### src/rtl/riscv_defines.sv
`default_nettype none
// +----------------------------------------------------------------------------+
// | Package     : riscv_defines                                                |
// | Description : Shared core definitions. Holds the TPR update sequencer      |
// |               state encoding and the architectural TPR reset value.        |
// | Revision    : 1.0 - initial release                                        |
// +----------------------------------------------------------------------------+
package riscv_defines;

  // TPR update sequencer states
  typedef enum logic [1:0] {
    TPR_UPD_IDLE   = 2'd0,
    TPR_UPD_DRAIN  = 2'd1,
    TPR_UPD_COMMIT = 2'd2
  } tpr_upd_state_e;

  // All tag modes decode to ALU_MODE_OLD (encoding 0) after reset
  localparam logic [31:0] TPR_RESET_VAL = 32'h0000_0000;

endpackage : riscv_defines
`default_nettype wire

### src/rtl/riscv_rr_arbiter2.sv
`default_nettype none
// +----------------------------------------------------------------------------+
// | Module      : riscv_rr_arbiter2                                            |
// | Description : Two-input round-robin arbiter with combinational grant.      |
// |               The priority pointer only moves when a grant is issued       |
// |               while both inputs are requesting, so a lone requester never  |
// |               steals the turn of the other one.                            |
// | Ports       : clk, rst     - clock, synchronous active-high reset          |
// |               en_i         - grants allowed this cycle                     |
// |               req_i[1:0]   - request vector                                |
// |               gnt_o[1:0]   - one-hot (or zero) grant vector                |
// | Revision    : 1.0 - initial release                                        |
// +----------------------------------------------------------------------------+
module riscv_rr_arbiter2 (
  input  logic       clk,
  input  logic       rst,
  input  logic       en_i,
  input  logic [1:0] req_i,
  output logic [1:0] gnt_o
);

  // ptr_q == 0 : input 0 wins a tie; ptr_q == 1 : input 1 wins a tie
  logic ptr_q;
  logic ptr_d;

  always_comb begin
    gnt_o = 2'b00;
    ptr_d = ptr_q;
    if (en_i) begin
      case (req_i)
        2'b01:   gnt_o = 2'b01;
        2'b10:   gnt_o = 2'b10;
        2'b11: begin
          gnt_o = ptr_q ? 2'b10 : 2'b01;
          ptr_d = ~ptr_q;
        end
        default: gnt_o = 2'b00;
      endcase
    end
  end

  always_ff @(posedge clk) begin
    if (rst) begin
      ptr_q <= 1'b0;
    end else begin
      ptr_q <= ptr_d;
    end
  end

endmodule : riscv_rr_arbiter2
`default_nettype wire

### src/rtl/riscv_tpr_update_ctrl.sv
`default_nettype none
// +----------------------------------------------------------------------------+
// | Module      : riscv_tpr_update_ctrl                                        |
// | Description : Sequences writes to the Tag Propagation Register. Arbitrates |
// |               the CSR path and the debug unit, halts ID issue and waits    |
// |               for EX/WB to drain before the new TPR value becomes visible, |
// |               so no in-flight instruction sees a mix of old and new modes. |
// | Ports       : clk, rst                - clock, sync active-high reset      |
// |               csr_req_i/csr_wdata_i   - CSR write request and data         |
// |               csr_gnt_o               - CSR request accepted this cycle    |
// |               dbg_req_i/dbg_wdata_i   - debug write request and data       |
// |               dbg_gnt_o               - debug request accepted this cycle  |
// |               ex_busy_i               - instruction still in EX or WB      |
// |               halt_id_o               - stall ID while update pending      |
// |               tpr_o                   - committed TPR                      |
// |               tpr_update_o            - pulse on first cycle of new tpr_o  |
// |               busy_o                  - update in progress                 |
// | Revision    : 1.0 - initial release                                        |
// +----------------------------------------------------------------------------+
module riscv_tpr_update_ctrl
  import riscv_defines::*;
#(
  parameter int unsigned             TPR_WIDTH    = 32,
  parameter int unsigned             DRAIN_CYCLES = 2,
  parameter logic [TPR_WIDTH-1:0]    TPR_RESET    = TPR_WIDTH'(TPR_RESET_VAL)
) (
  input  logic                 clk,
  input  logic                 rst,
  input  logic                 csr_req_i,
  input  logic [TPR_WIDTH-1:0] csr_wdata_i,
  output logic                 csr_gnt_o,
  input  logic                 dbg_req_i,
  input  logic [TPR_WIDTH-1:0] dbg_wdata_i,
  output logic                 dbg_gnt_o,
  input  logic                 ex_busy_i,
  output logic                 halt_id_o,
  output logic [TPR_WIDTH-1:0] tpr_o,
  output logic                 tpr_update_o,
  output logic                 busy_o
);

  localparam logic [3:0] DRAIN_LOAD = 4'(DRAIN_CYCLES);

  tpr_upd_state_e       state_q, state_d;
  logic [3:0]           cnt_q,   cnt_d;
  logic [TPR_WIDTH-1:0] pend_q,  pend_d;
  logic [TPR_WIDTH-1:0] tpr_q,   tpr_d;
  logic                 upd_q,   upd_d;
  logic                 halt_q,  halt_d;

  logic                 arb_en;
  logic [1:0]           arb_gnt;
  logic [TPR_WIDTH-1:0] gnt_wdata;

  // Grants only while idle; suppressed during reset so nothing is accepted
  // into a sequencer that is being cleared.
  assign arb_en = (state_q == TPR_UPD_IDLE) && !rst;

  riscv_rr_arbiter2 u_arb (
    .clk   (clk),
    .rst   (rst),
    .en_i  (arb_en),
    .req_i ({dbg_req_i, csr_req_i}),
    .gnt_o (arb_gnt)
  );

  assign csr_gnt_o = arb_gnt[0];
  assign dbg_gnt_o = arb_gnt[1];
  assign gnt_wdata = arb_gnt[1] ? dbg_wdata_i : csr_wdata_i;

  always_comb begin
    state_d = state_q;
    cnt_d   = cnt_q;
    pend_d  = pend_q;
    tpr_d   = tpr_q;
    upd_d   = 1'b0;

    case (state_q)
      TPR_UPD_IDLE: begin
        // A write of the value already held is acknowledged but needs no
        // pipeline drain: the decoder would see no change anyway.
        if ((arb_gnt != 2'b00) && (gnt_wdata != tpr_q)) begin
          pend_d  = gnt_wdata;
          cnt_d   = DRAIN_LOAD;
          state_d = TPR_UPD_DRAIN;
        end
      end

      TPR_UPD_DRAIN: begin
        cnt_d = (cnt_q == 4'd0) ? 4'd0 : cnt_q - 4'd1;
        if ((cnt_q == 4'd0) && !ex_busy_i) begin
          state_d = TPR_UPD_COMMIT;
        end
      end

      TPR_UPD_COMMIT: begin
        tpr_d   = pend_q;
        upd_d   = 1'b1;
        state_d = TPR_UPD_IDLE;
      end

      default: state_d = TPR_UPD_IDLE;
    endcase

    // Registered halt tracks the state the FSM is entering, so it is high in
    // exactly the cycles spent in DRAIN or COMMIT.
    halt_d = (state_d != TPR_UPD_IDLE);
  end

  always_ff @(posedge clk) begin
    if (rst) begin
      state_q <= TPR_UPD_IDLE;
      cnt_q   <= 4'd0;
      pend_q  <= '0;
      tpr_q   <= TPR_RESET;
      upd_q   <= 1'b0;
      halt_q  <= 1'b0;
    end else begin
      state_q <= state_d;
      cnt_q   <= cnt_d;
      pend_q  <= pend_d;
      tpr_q   <= tpr_d;
      upd_q   <= upd_d;
      halt_q  <= halt_d;
    end
  end

  assign tpr_o        = tpr_q;
  assign tpr_update_o = upd_q;
  assign halt_id_o    = halt_q;
  assign busy_o       = halt_q;

endmodule : riscv_tpr_update_ctrl
`default_nettype wire

### config.mk
export PLATFORM = sky130hd
export DESIGN_NAME = riscv_tpr_update_ctrl
export DESIGN_NICKNAME = d
export VERILOG_FILES = /design/src/rtl/riscv_defines.sv /design/src/rtl/riscv_rr_arbiter2.sv /design/src/rtl/riscv_tpr_update_ctrl.sv
export SDC_FILE = /design/constraint.sdc
export NUM_CORES = 1
export LEC_CHECK = 0
export CORE_UTILIZATION = 48
export DETAILED_ROUTE_END_ITERATION = 7
export GPL_TIMING_DRIVEN = 0
export PLACE_DENSITY_LB_ADDON = 0.08
export RECOVER_POWER = 50
export SYNTH_ARGS = -nofsm -noshare
export SYNTH_HDL_FRONTEND = slang
export SYNTH_SLANG_ARGS = --single-unit
### constraint.sdc
create_clock -name clk -period 4.3 [get_ports clk]
set_input_delay 1.29 -clock clk [delete_from_list [all_inputs] [get_ports clk]]
set_output_delay 1.29 -clock clk [all_outputs]
set_load 0.01 [all_outputs]
* Word-level counts from Yosys, hierarchy flattened
Index checks and enable logic that the tools add are counted.
Widths: inputs -> output; s select.
** Storage, ports and cells
- Bits in read-only memories :: 0
- Memories kept :: 0
- Input port bits :: 69
- Flip-flop bits (word level) :: 73
- Logic and storage cells :: 40
- Bits in writable memories :: 0
- Bits in latches :: 0
** Operators by class
- Multipliers :: 0
- Muxes and demuxes :: 11
- Add/subtract/negate cells :: 1
- Order comparisons :: 0
- Div/mod/pow operators :: 0
- Equal/unequal tests :: 7
- Reduce and logical (&&, ||, !) cells :: 13
- Shifts and indexed selects :: 0
- Bitwise gates (word level) :: 1
** Operator list (number)
- $mux 32 :: 1
- $ne 32x32->1 :: 1
- $mux 2 :: 4
- $mux 4 :: 2
- $pmux 4 s2 :: 1
- $eq 2x2->1 const B :: 3
- $pmux 2 s3 :: 1
- $reduce_and 2->1 :: 3
- $reduce_bool 2->1 :: 3
- $eq 2x1->1 const B :: 2
- $logic_not 4->1 :: 1
- $pmux 2 s2 :: 1
- $sub 4x1->4 const B :: 1
- $logic_and 1x1->1 :: 3
- $logic_not 1->1 :: 2
- $logic_not 2->1 :: 1
- $ne 2x1->1 const B :: 1
- $mux 1 :: 1
- $not 1->1 :: 1

* Depth between registers and ports, before layout
Gate-level depths: netlist (run 1).
- Word-level depth :: 9
- Depth in mapped cells :: 11
- Gate-level depth less buffers :: 8

* Modules after synthesis
A second synthesis (run 1) with hierarchy kept.
** Unflattened totals
- Cell total of the unflattened synthesis :: 405
- Area, all modules :: 3606.0 um2
** By module, submodules not included
- riscv_tpr_update_ctrl :: cells each 395, area each 3533.4 um2, times used 1
- riscv_rr_arbiter2 :: cells each 10, area each 72.6 um2, times used 1

* Least setup slack after synthesis (run 1)
No wires, ideal clock.
- Path type :: input port to output port
- From :: input rst
- To :: output dbg_gnt_o
- Arrival time :: 2611 ps
- Buffers on the path :: 3
- Setup slack :: 399 ps
- Cell stages on the path :: 6
- Cells stage by stage :: buf_4 -> nor4b_4 -> nand2_1 -> inv_2 -> clkbuf_1 -> clkbuf_1
** On the way
- Longest elaborated chain between the ends :: 3
** RTL lines
- from (decl) :: line riscv_tpr_update_ctrl.sv:28 : input logic rst,
- $logic_not 1->1 :: line riscv_tpr_update_ctrl.sv:57 : assign arb_en = (state_q == TPR_UPD_IDLE) && !rst;
- $logic_and 1x1->1 :: line riscv_tpr_update_ctrl.sv:57
- $mux 2 :: line riscv_rr_arbiter2.sv:29 : if (en_i) begin
- to (decl) :: line riscv_tpr_update_ctrl.sv:34 : output logic dbg_gnt_o,
No other way between the ends.

* Worst setup path after layout (run 1)
- From :: input dbg_req_i
- To :: register pend_q[14]
** On the way
- Longest elaborated chain between the ends :: 7
- Elaborated cells on any way between the ends :: 10
** RTL lines
- from (decl) :: line riscv_tpr_update_ctrl.sv:32 : input logic dbg_req_i,
- $eq 2x2->1 / $eq 2x1->1 (equally long branches) :: line riscv_rr_arbiter2.sv:30 : case (req_i)
- $pmux 2 s3 (*) :: line riscv_rr_arbiter2.sv:30
- $mux 2 (*) :: line riscv_rr_arbiter2.sv:29
- $mux 32 :: line riscv_tpr_update_ctrl.sv:69 : assign gnt_wdata = arb_gnt[1] ? dbg_wdata_i : csr_wdata_i;
- $ne 32x32->1 :: line riscv_tpr_update_ctrl.sv:82 : if ((arb_gnt != 2'b00) && (gnt_wdata != tpr_q)) begin
- $logic_and 1x1->1 :: line riscv_tpr_update_ctrl.sv:82
- $reduce_and 2->1 (no line)
- to (signal assigned) :: line riscv_tpr_update_ctrl.sv:121 : pend_q <= pend_d;
- to (decl) :: line riscv_tpr_update_ctrl.sv:46 : logic [TPR_WIDTH-1:0] pend_q, pend_d;
Every way passes the cells marked *; elsewhere a longest branch is shown, timed or not.
A chain may end at the register's enable or synchronous reset.

==> summary.txt, run 1 <==
Timing
  • Final setup viols: 0
  • Endpoints failing hold: 0
  • Fin crit period: approximately 4300 ps
  • Least-Margin Pin Slew: 708.8 ps
  • Worst setup margin: 10.69 ps
  • Final setup TNS: 0 ps
  • Setup repair after global routing missed its margin: true
  • Fmax: 0.2331 GHz
  • Fin crit share: between 90% and 100%
  • Slew HR: 52.75%
  • Final Max Slew Viols: 0
  • Final hold slack: 453.5 ps
  • Clock skew: 11.81 ps

Power and ir drop
  • Gate power share: 23.7%
  • Seq pwr share: roughly 45%
  • Power Internal: 1.197 mW
  • Max rail drop VDD: 0.2089 mV
  • Clock network power share: 31.4%
  • Total power draw: 1.727 mW
  • Pleak: ~1.9 nW
  • Switching Fraction: 30.66%
  • Net Sw Power: 0.5294 mW
  • PwrDens: 329.7 mW/mm2

Routing
  • Vias: 4233
  • Post-route ant nets: 0
  • DRT iter0 DRCs: 391
  • Vias per inst: 6.073
  • Wirelength per Cell: slightly below 20 um
  • Drt drc: 0
  • Drt pass-1 iters: 5
  • Final WL: 13690 um

Global route
  • Antenna violations before repair: 0
  • Largest net degree at the start of global routing: 14
  • GR Overflow Total: 0
  • All-Layer GR Usage: 33.65%
  • First-pass GRT wire length: 21390 um
  • Vias in the first global route: 4018

Layout
  • Share of layout cells above drive strength 1: 6.555%
  • Final Instance Count excl. Fillers: 697
  • Number of diodes: 0
  • Fin area: 0.005238 mm2
  • Synth-to-Final Area Change: 36.57%
  • Nets: around 660
  • Most frequent cells in the layout: nand2_1 (111), clkdlybuf4s50_1 (94), dfxtp_1 (73)
  • Commonest non-fill, non-tap cell in the layout: nand2_1
  • Finished Core Util: 67.78%

Setup path
  • Crit Path Class: in2reg
  • Crit path capture type: register
  • CP peak stage delay: around 620 ps
  • Most frequent CP cell: buf_4
  • Req. time, crit path: between 4000 and 5000 ps
  • Crit-path leading delay family: simple AND/OR/NAND/NOR gates
  • Highest-delay cell along the critical path: or4_1
  • R2R setup slack: 1020 ps
  • CP Max Fanout: 10
  • CP Cell Sequence: clkdlybuf4s50_1, nor4b_4, nand2_2, inv_4, buf_4, mux2i_1, o22ai_1, or4_1, nor3_2, buf_4, o221a_1
  • CP bufs+invs: 4
  • Crit path launch type: input port
  • Data arrival, critical path: ~4600 ps

Die
  • Die W: 91.39 um
  • Die footprint: 0.008351 mm2
  • Initial Util: between 40% and 50%
  • Site Rows: 32
  • Die Y: 91.39 um
  • Core area: 0.007727 mm2
  • Top Ports: 106

Clock tree
  • Reg clk slew, reported paths: around 80 ps
  • CTS root buf: clkbuf_8
  • Hold-fix buffer count after cts: 0
  • H-tree Lvls: 3
  • Worst-Skew Late Latency: 360 ps
  • CTS tree: built
  • CTS sink count: 73
  • TritonCTS Buffers: 9
  • Clock tree buffer depth: 2

Placement
  • GP Congestion: 0.9747
  • Placed cells: 679
  • Dpl ws: -1167 ps
  • HPWL after detailed placement: 10110 um
  • # port buffers: 104
  • Post-Place Cell Area: 0.005004 mm2

Flow run
  • # Max-Cap Violations: 0

Logic synthesis
  • Post-synth ARST share: 0%
  • Main synth FF type: dfxtp_1
  • Unique masters post-synth: 49
  • Mapped Cells: 473
  • Syn Area/Cell: ~8.1 um2
  • Post-synthesis instance area: 0.003835 mm2
  • Post-synth EDFFs: 0
  • Sequential-to-total area share from yosys stat: 38.11%
  • Yosys warning count: 0
  • Syn Nets: 542
  • Post-synthesis register bit count: 73

Worst hold path
  • HP Class: reg2reg

Status
  • Outcome: complete, no violations
[worst reg2reg max path: cells and delay by family, from the launching register on]
kind | cells | cell delay [ps]
and+or+nand+nor | 4 | 1630
DFF | 1 | 370
muxes | 1 | 300
AOI/OAI and AO/OA | 2 | 350
buffers and inverters | 3 | 570
[flip-flops by register name, indices dropped and copies added, names as in the netlist]
register and cells:
pend_q 32, tpr_o 32, cnt_q 4, state_q 2, busy_o 1, tpr_update_o 1, u_arb.ptr_q 1
[layer usage]
metal / track usage, % / vias up / routed length (um)
met5: 0 / - / 0
met4: 11.11 / 0 / 305
met3: 9.213 / 39 / 1545
met2: 51.38 / 276 / 6186
met1: 45.67 / 2003 / 5656
li1: - / 1915 / -
[synth_stat cells (all sizes together), types with 12 or more instances]
library cell / n / area share [%]
xor2: 14 / 3.2
nand3: 21 / 2.7
nand2: 112 / 11
dfxtp: 73 / 38
o221a: 32 / 9.4
a21oi: 38 / 5.0
clkbuf: 25 / 2.4
o22ai: 12 / 2.0
inv: 29 / 2.8
xnor2: 16 / 3.7
[power groups by stage]
stage                     clock, mW  sequential [mW]  combinational (mW)
after floorplan                   0            0.784               0.220
after global placement            0            0.788               0.388
after detailed placement          0            0.790               0.392
after CTS                     0.539            0.775               0.400
after global routing          0.576            0.783               0.435
final                         0.542            0.776               0.409
[cell families (layout without fill, tap and decap cells)]
group	after synthesis	after routing	synth area share, %
mux	5	5	1.305
xor+xnor	30	30	6.851
buf+inv	64	186	7.373
flops	73	73	38.11
compound gates	123	123	24.93
simple gates	178	178	21.44
[path summary, 6_finish.rpt]
kind | endpoint | cells past startpoint | from
setup / recovery | pend_q[14]$_SDFFE_PP0P_ | 11 | dbg_req_i
hold / removal | tpr_o[11]$_SDFFE_PP0P_ | 2 | pend_q[11]$_SDFFE_PP0P_
setup reg to reg | pend_q[14]$_SDFFE_PP0P_ | 10 | state_q[0]$_SDFF_PP0_
hold reg to reg | tpr_o[11]$_SDFFE_PP0P_ | 2 | pend_q[11]$_SDFFE_PP0P_
[what timing repair did]
action                                  4_1_cts  5_1_grt
gates cloned                                  0        0
pin swaps                                     0        0
endpoints found under the setup margin        1       32
gates resized for setup                       8        1
buffers inserted                              2        0
[cell type report]
type | instances | area [um2]
Fill cell | 661 | 2490
Clock buffer | 10 | 127.6
Timing Repair Buffer | 106 | 1055
Buffer | 34 | 190.2
Multi-Input combinational cell | 336 | 2093
Sequential cell | 73 | 1461
Clock inverter | 6 | 67.56
Tap cell | 102 | 127.6
Inverter | 30 | 115.1
(Power assumes the default switching activity.)
==> run 2, diff against run 1 <==
RECOVER_POWER = not set   (was 50)
==> run 2 against run 1 <==
  * Clock skew fell by 1.2 ps
  * First-iteration DRC count rose by 0.26%
  * Register-to-register slack barely moved
  * Die area did not move
  * Largest cell class unchanged
==> summary.txt, run 2 (synthesis gave the netlist of run 1 again) <==
Layout
  • Most frequent cells in the layout: nand2_1 (111), clkdlybuf4s50_1 (103), dfxtp_1 (73) (was nand2_1 (111), clkdlybuf4s50_1 (94), dfxtp_1 (73))
  • Finished Core Util: 67.78% (unchanged)
  • Synth-to-Final Area Change: 36.57% (unchanged)
  • Nets: 659 (unchanged)
  • Number of diodes: 0 (unchanged)
  • Share of layout cells above drive strength 1: 6.555% (unchanged)
  • Commonest non-fill, non-tap cell in the layout: nand2_1 (unchanged)
  • Fill cells: 661 (unchanged)

Timing
  • Final setup viols: 0 (unchanged)
  • Fin crit period: 4276 ps (was 4289 ps)
  • Final Max Slew Viols: 0 (unchanged)
  • Final setup TNS: 0 ps (unchanged)
  • Fin crit share: 99.44% (was 99.75%)
  • Setup repair after global routing missed its margin: true (unchanged)
  • Clock skew: 10.62 ps (was 11.81 ps)
  • Least-Margin Pin Slew: 700.8 ps (was 708.8 ps)
  • Worst setup margin: 24.12 ps (was 10.69 ps)
  • Endpoints failing hold: 0 (unchanged)
  • Final hold slack: 452.7 ps (was 453.5 ps)
  • Fmax: 0.2339 GHz (was 0.2331 GHz)
  • Slew HR: 53.28% (was 52.75%)

Routing
  • Wirelength per Cell: 19.70 um (was 19.65 um)
  • Drt pass-1 iters: 6 (was 5)
  • Drt drc: 0 (unchanged)
  • Vias: 4244 (was 4233)
  • Vias per inst: 6.089 (was 6.073)
  • Final WL: 13730 um (was 13690 um)
  • Post-route ant nets: 0 (unchanged)
  • DRT iter0 DRCs: 392 (was 391)

Die
  • Top Ports: 106 (unchanged)
  • Die Y: 91.39 um (unchanged)
  • Initial Util: 49.63% (unchanged)
  • Site Rows: 32 (unchanged)
  • Core area: 0.007727 mm2 (unchanged)
  • Die W: 91.39 um (unchanged)
  • Die footprint: 0.008351 mm2 (unchanged)

Setup path
  • Crit Path Class: in2reg (unchanged)
  • Data arrival, critical path: 4570 ps (was 4590 ps)
  • Reg-to-reg startpoint: state_q[0]$_SDFF_PP0_ (unchanged)
  • CP bufs+invs: 4 (unchanged)
  • Highest-delay cell along the critical path: or4_1 (unchanged)
  • Req. time, crit path: 4600 ps (about the same)
  • Crit path launch type: input port (unchanged)
  • CP Cell Sequence: clkdlybuf4s50_1, nor4b_4, nand2_2, inv_4, buf_4, mux2i_1, o22ai_1, or4_1, nor3_2, buf_4, o221a_1 (unchanged)
  • CP peak stage delay: 620 ps (about the same)
  • CP Max Fanout: 10 (unchanged)
  • Most frequent CP cell: buf_4 (unchanged)
  • Crit path capture type: register (unchanged)
  • Critical Path Source: dbg_req_i (unchanged)
  • Crit-path leading delay family: simple AND/OR/NAND/NOR gates (unchanged)

Power and ir drop
  • Clock network power share: 31.4% (about the same)
  • Max rail drop VDD: 0.2098 mV (was 0.2089 mV)
  • Total power draw: 1.732 mW (was 1.727 mW)
  • Pleak: 1.862 nW (was 1.890 nW)
  • PwrDens: 330.7 mW/mm2 (was 329.7 mW/mm2)
  • Net Sw Power: 0.5324 mW (was 0.5294 mW)
  • Switching Fraction: 30.74% (was 30.66%)
  • Seq pwr share: 44.8% (was 44.9%)
  • Power Internal: 1.200 mW (was 1.197 mW)
  • Gate power share: 23.8% (was 23.7%)

Clock tree
  • CTS sink count: 73 (unchanged)
  • TritonCTS Buffers: 9 (unchanged)
  • Hold-fix buffer count after cts: 0 (unchanged)
  • CTS tree: built (unchanged)
  • Reg clk slew, reported paths: 80 ps (about the same)
  • CTS root buf: clkbuf_8 (unchanged)
  • Worst-Skew Late Latency: 360 ps (about the same)
  • Clock tree buffer depth: 2 (unchanged)
  • H-tree Lvls: 3 (unchanged)

Placement
  • HPWL after detailed placement: 10110 um (unchanged)
  • GP Congestion: 0.9747 (unchanged)
  • # port buffers: 104 (unchanged)
  • Dpl ws: -1167 ps (unchanged)

Global route
  • Largest net degree at the start of global routing: 14 (unchanged)
  • GR Overflow Total: 0 (unchanged)
  • Vias in the first global route: 4018 (unchanged)
  • All-Layer GR Usage: 33.65% (unchanged)
  • First-pass GRT wire length: 21390 um (unchanged)
  • Antenna violations before repair: 0 (unchanged)

Worst hold path
  • Start point of the worst hold path: pend_q[11]$_SDFFE_PP0P_ (unchanged)
  • HP Class: reg2reg (unchanged)

Flow run
  • # Max-Cap Violations: 0 (unchanged)

Status
  • Outcome: complete, no violations (unchanged)
run 2: final timing paths:
check | slack, ps | depth (start not counted) | end
worst max-delay path | 20 | 11 | pend_q[14]$_SDFFE_PP0P_
worst min-delay path | 450 | 2 | tpr_o[11]$_SDFFE_PP0P_
worst max register to register | 1030 | 10 | pend_q[14]$_SDFFE_PP0P_
worst min register to register | 450 | 2 | tpr_o[11]$_SDFFE_PP0P_
run 2: final cells by class:
| class | count | area [um2] | share of cell area [%] |
|---|---|---|---|
| plain buffers | 34 | 190.2 | 3.631 |
| well taps | 102 | 127.6 | 2.437 |
| repair buffers | 106 | 1055 | 20.14 |
| inverters | 30 | 115.1 | 2.198 |
| clock inverters | 6 | 67.56 | 1.290 |
| flip-flops and latches | 73 | 1461 | 27.90 |
| clock buffers | 10 | 127.6 | 2.437 |
| multi-input cells | 336 | 2093 | 39.97 |
run 2: metal layers:
metal	global-route usage [%]	wire length [um]	up-vias
li1	-	-	1915
met1	45.67	5734	2006
met2	51.38	6163	283
met3	9.213	1489	40
met4	11.11	341	0
met5	0	0	-
run 2: repair_timing:
item / 4_1_cts / 5_1_grt
setup buffers: 2 / 0
pin swaps: 0 / 0
setup endpoints to repair: 1 / 32
resized for setup: 8 / 1
run 2: power groups by stage:
| stage | clock network [mW] | logic [mW] | registers (mW) |
|---|---|---|---|
| after floorplan | 0 | 0.220 | 0.784 |
| after global placement | 0 | 0.388 | 0.788 |
| after detailed placement | 0 | 0.392 | 0.790 |
| after CTS | 0.539 | 0.400 | 0.775 |
| after global routing | 0.576 | 0.438 | 0.784 |
| final | 0.544 | 0.412 | 0.776 |
run 2: worst min-delay path: cells and delay by family (launching register included):
| family | cells | cell delay [ps] |
|---|---|---|
| flops | 1 | 320 |
| simple gates | 1 | 50 |
| compound gates | 1 | 50 |
run 2: stage by stage:
step / std cells / area (um2)
floorplan: 473 / 3835
global placement: 679 / 5004
detailed placement: 679 / 5004
CTS: 697 / 5235
global route: 697 / 5238
finish: 697 / 5238
